## config.mk

```make
export PLATFORM = sky130hd
export DESIGN_NAME = mem_port_arbiter
export DESIGN_NICKNAME = d
export VERILOG_FILES = /design/src/rtl/mem_port_arbiter.sv
export SDC_FILE = /design/constraint.sdc
export NUM_CORES = 1
export LEC_CHECK = 0
export CAP_MARGIN = 20
export CORE_ASPECT_RATIO = 1.4
export CORE_MARGIN = 1.5
export CORE_UTILIZATION = 50
export CTS_CLUSTER_SIZE = 20
export DETAILED_ROUTE_END_ITERATION = 10
export GPL_TIMING_DRIVEN = 0
export HOLD_SLACK_MARGIN = 0.1
export PLACE_DENSITY = 0.85
export RECOVER_POWER = 100
export SYNTH_ARGS = -nofsm -noshare
export SYNTH_HDL_FRONTEND = slang
export SYNTH_SLANG_ARGS = --single-unit
```

## constraint.sdc

```tcl
create_clock -name clk -period 4.9 [get_ports clk]
set_input_delay 0.49 -clock clk [delete_from_list [all_inputs] [get_ports clk]]
set_output_delay 0.49 -clock clk [all_outputs]
set_load 0.05 [all_outputs]
```

## src/rtl/mem_port_arbiter.sv

```systemverilog
// rtl/mem_port_arbiter.sv - round-robin arbiter sharing one two-phase memory port between two requesters
module mem_port_arbiter #(
  parameter int TIMEOUT = 15
) (
  input  logic       clk,
  input  logic       rst_n,
  input  logic       r0_req,
  input  logic       r1_req,
  input  logic       r0_we,
  input  logic       r1_we,
  input  logic [7:0] r0_addr,
  input  logic [7:0] r1_addr,
  input  logic [7:0] r0_wdata,
  input  logic [7:0] r1_wdata,
  output logic       r0_done,
  output logic       r1_done,
  output logic       err,
  output logic [7:0] rdata,
  output logic [7:0] bus_out,
  output logic       bus_rd,
  output logic       bus_wr,
  input  logic [7:0] bus_in,
  input  logic       bus_wait
);

  typedef enum logic [1:0] {S_IDLE, S_ADDR, S_DATA, S_DONE} state_t;

  localparam logic [7:0] LP_TIMEOUT = 8'(TIMEOUT);

  state_t     r_state;
  logic       r_last;
  logic       r_id;
  logic       r_we;
  logic [7:0] r_wdata;
  logic [7:0] r_wait_cnt;
  logic [7:0] r_bus_out;
  logic       r_bus_rd;
  logic       r_bus_wr;
  logic       r_done0;
  logic       r_done1;
  logic       r_err;
  logic [7:0] r_rdata;

  logic       w_any;
  logic       w_win;
  logic       w_we;
  logic [7:0] w_addr;
  logic [7:0] w_wdata;

  // On a tie the requester not granted last time wins.
  assign w_any   = r0_req | r1_req;
  assign w_win   = (r0_req & r1_req) ? ~r_last : r1_req;
  assign w_we    = w_win ? r1_we    : r0_we;
  assign w_addr  = w_win ? r1_addr  : r0_addr;
  assign w_wdata = w_win ? r1_wdata : r0_wdata;

  always_ff @(posedge clk) begin
    if (!rst_n) begin
      r_state    <= S_IDLE;
      r_last     <= 1'b1;
      r_id       <= 1'b0;
      r_we       <= 1'b0;
      r_wdata    <= 8'h00;
      r_wait_cnt <= 8'h00;
      r_bus_out  <= 8'h00;
      r_bus_rd   <= 1'b0;
      r_bus_wr   <= 1'b0;
      r_done0    <= 1'b0;
      r_done1    <= 1'b0;
      r_err      <= 1'b0;
      r_rdata    <= 8'h00;
    end else begin
      case (r_state)
        S_IDLE: begin
          if (w_any) begin
            r_state    <= S_ADDR;
            r_id       <= w_win;
            r_last     <= w_win;
            r_we       <= w_we;
            r_wdata    <= w_wdata;
            r_wait_cnt <= 8'h00;
            r_bus_out  <= w_addr;
            r_bus_rd   <= ~w_we;
            r_bus_wr   <= w_we;
          end
        end
        S_ADDR: begin
          r_state   <= S_DATA;
          r_bus_out <= r_we ? r_wdata : 8'h00;
          r_bus_rd  <= 1'b0;
          r_bus_wr  <= 1'b0;
        end
        S_DATA: begin
          if (!bus_wait) begin
            r_state   <= S_DONE;
            r_err     <= 1'b0;
            if (!r_we) r_rdata <= bus_in;
            r_bus_out <= 8'h00;
            r_done0   <= ~r_id;
            r_done1   <= r_id;
          end else if (r_wait_cnt == LP_TIMEOUT) begin
            // Stalled memory: abort with a recognisable all-ones read value.
            r_state   <= S_DONE;
            r_err     <= 1'b1;
            r_rdata   <= 8'hFF;
            r_bus_out <= 8'h00;
            r_done0   <= ~r_id;
            r_done1   <= r_id;
          end else begin
            r_wait_cnt <= r_wait_cnt + 8'd1;
          end
        end
        S_DONE: begin
          r_state <= S_IDLE;
          r_done0 <= 1'b0;
          r_done1 <= 1'b0;
        end
        default: r_state <= S_IDLE;
      endcase
    end
  end

  assign bus_out = r_bus_out;
  assign bus_rd  = r_bus_rd;
  assign bus_wr  = r_bus_wr;
  assign r0_done = r_done0;
  assign r1_done = r_done1;
  assign err     = r_err;
  assign rdata   = r_rdata;

endmodule
```

==> results.py <==
metrics = {
    "power_and_ir_drop": {
        "vdd_drop_max_v": 0.000432,
        "p_clk_frac": 0.161,
        "switchingPower_mw": 0.695,
        "p_int_mw": 0.935,
        "swShare": 0.426,
        "p_seq_frac": 0.305,
        "p_leak_nw": 1.14,
        "p_total_mw": 1.63,
        "p_per_area_nw_per_um2": 545,
        "pwr-share-comb": 0.534,
    },
    "die": {
        "dieArea_um2": 4830,
        "initial_core_util": 0.521,
        "io_pins": 68,
        "core_um2": 4240,
        "fp.dieW_um": 59.2,
        "fp.dieH_um": 81.6,
        "rows": 28,
    },
    "placement": {
        "place_congestion": 0.818,
        "dpl.cell_count": 342,
        "hpwlAfterDp_mm": 3.92,
        "io_buffer_count": 66,
    },
    "sta": {
        "fin_skew_ns": 0.00808,
        "finalSetupViolCount": 0,
        "holdWs_ns": 0.461,
        "final_hold_viol_count": 0,
        "fin_crit_ns": 2.57,
        "fmax_ghz": 0.389,
        "fin_crit_sh": 0.525,
        "worst_slew_pin_slew_ns": 0.850,
        "final_max_slew_viol_count": 0,
        "relSlewSlack": 0.431,
        "final.setup.tns_ns": 0,
        "rsz0062_at_grt": "false",
    },
    "routing": {
        "drc": 0,
        "vias": 1961,
        "finalWirelength_mm": 5.24,
        "drtIter0Drc": 62,
        "via_per_inst": 5.60,
        "drt-pass1-iter-count": 4,
        "wire_per_inst_um": 15.0,
        "ant_nets": 0,
    },
    "synth": {
        "async_flop_share": 0,
        "synth-seq-area-share": 0.381,
        "synthesis.nets": 268,
        "synth_edf_count": 0,
        "synthCells": 216,
        "avgSynthCellArea_um2": 10.2,
        "synth.distinct_cells": 50,
        "synth_ff_type": "dfxtp_1",
        "post-synth-top-area-cell": "dfxtp_1",
        "synth.top_cell.area_share": 0.381,
        "synth-seq-cells": 42,
        "ys_warn_count": 0,
        "syn_area_um2": 2210,
        "synth_area_leaders": "dfxtp_1, mux2i_1, a211oi_2",
    },
    "cts": {
        "cts_made_buffers": 5,
        "clock_latency_ns": 0.30,
        "postCtsResizedCells": 0,
        "cts.clk_slew.worst_paths_ns": 0.08,
        "clk_path_buf_depth": 2,
        "postCtsHoldBufs": 0,
        "cts_tree": "yes",
        "cts_root_buf": "clkbuf_8",
        "cts.sink_count": 42,
        "htree_levels": 2,
        "post_cts_buffers": 0,
    },
    "finish": {
        "fillCellCount": 356,
        "area_growth_pct": 35.5,
        "finish.utilization": 0.706,
        "drive_gt1_frac": 0.114,
        "layout.nets": 341,
        "fin_cells": 350,
        "n_antenna_cell": 0,
        "regArea_um2": 841,
        "multiInputGateArea_um2": 1160,
    },
    "grt": {
        "grt_pass1_vias": 1930,
        "antenna_found_initial": 0,
        "track_usage": 0.232,
        "gr-total-overflow": 0,
        "grt_pass1_wl_mm": 8.47,
        "grt_start_max_net_pins": 13,
    },
    "flow_run": {
        "maxCapViolCount": 0,
    },
    "worst_setup_path": {
        "endpoint_kind": "flip-flop",
        "critPathLaunchType": "flip-flop",
        "crit_arrival_ns": 2.74,
        "worstPathMaxFanout": 10,
        "cp.required_ns": 5.07,
        "worstSetupPathType": "reg2reg",
    },
    "hold_path": {
        "min_path_type": "reg2reg",
    },
    "status": {
        "status": "finished, final reports clean",
    },
}
## through the flow
| step | area, um^2 | setup slack (ns) |
|---|---|---|
| after floorplan | 2210 | 3.18 |
| after global placement | 2940 | 2.62 |
| after detailed placement | 2940 | 2.59 |
| after CTS | 3050 | 2.87 |
| after global routing | 2990 | 2.05 |
| final | 2990 | 2.33 |
## Yosys cell counts, types with 3 or more instances
cell type,n
nand2b_1,4
nor2_1,16
inv_1,4
a2bb2oi_1,8
a221oi_1,3
buf_6,4
o32ai_1,4
and3_1,3
a21oi_2,9
a211oi_2,8
nand3_1,8
mux2i_1,18
o21ai_0,4
nand2_1,12
o221a_1,8
dfxtp_1,42
a21oi_1,3
clkbuf_1,5
a211oi_1,9
ha_1,5
o22ai_1,4
## cells in the final DEF (no fill, tap or decap), drive strengths merged, types with 2 or more instances in the layout
cell type,count
clkdlybuf4s50,44
dfxtp,42
dlygate4sd3,22
clkbuf,21
mux2i,18
nor2,17
a211oi,17
nand2,12
a21oi,12
o221a,9
a2bb2oi,8
nand3,8
ha,5
inv,4
nand2b,4
o22ai,4
o32ai,4
o21ai,4
and3,4
a221oi,4
buf,4
nor2b,2
a31oi,2
a22oi,2
nor3,2
a21o,2
## sequential cells by signal, indices dropped and copies added (netlist names)
register	cells
r_wdata	8
bus_out	8
bus_wr	1
r_last	1
rdata	8
r_wait_cnt	8
r_state	2
r0_done	1
bus_rd	1
err	1
r1_done	1
r_we	1
r_id	1
## critical path, stage by stage (launching register included)
cell      delay [ns]
dfxtp_1         0.34
inv_1           0.10
ha_1            0.14
clkbuf_1        0.27
nor3b_1         0.53
clkbuf_1        0.45
nor2_1          0.32
a21oi_2         0.23
a211oi_2        0.06
## power groups by stage
stage	Combinational [mW]	Sequential (mW)	Clock, mW
final	0.870	0.497	0.263
after global routing	0.942	0.507	0.278
after CTS	0.935	0.498	0.264
after detailed placement	0.929	0.504	0
after global placement	0.915	0.503	0
after floorplan	0.518	0.666	0
## path summary, 6_finish.rpt
check,endpoint,depth (start not counted),slack (ns),startpoint
worst min-delay path,bus_wr$_SDFFE_PN0P_,2,0.46,bus_wr$_SDFFE_PN0P_
worst max register to register,bus_out[5]$_SDFFE_PN0P_,8,2.33,r_state[1]$_SDFFE_PN0P_
worst max-delay path,bus_out[5]$_SDFFE_PN0P_,8,2.33,r_state[1]$_SDFFE_PN0P_
worst min register to register,bus_wr$_SDFFE_PN0P_,2,0.46,bus_wr$_SDFFE_PN0P_
## metal layers
metal | GRT usage | vias up | part of all wire
met1 | 0.255 | 900 | 0.40
met4 | 0.116 | 0 | 0.029
met5 | 0 | - | 0
li1 | - | 965 | -
met3 | 0.0535 | 15 | 0.055
met2 | 0.411 | 81 | 0.52
## kinds of logic (layout without fill, tap and decap cells)
group                    after synthesis  count (layout)  synth area share
AND/OR/NAND/NOR                       55              55             0.138
buffers and inverters                 22              96            0.0743
adder cells (fa/ha/maj)                5               5            0.0283
XOR/XNOR                               1               1           0.00397
multiplexers                          18              18            0.0816
flip-flops                            42              42             0.381
AO/OA/AOI/OAI                         73              73             0.293
## final cells by class
cell class | count | share of cell area
timing repair buffer | 66 | 0.221
inverter | 4 | 0.00502
clock buffer | 8 | 0.0368
multi-input combinational | 152 | 0.389
sequential | 42 | 0.281
tap | 60 | 0.0251
buffer | 18 | 0.0418
Note: power is estimated with default switching activity, not from simulation.
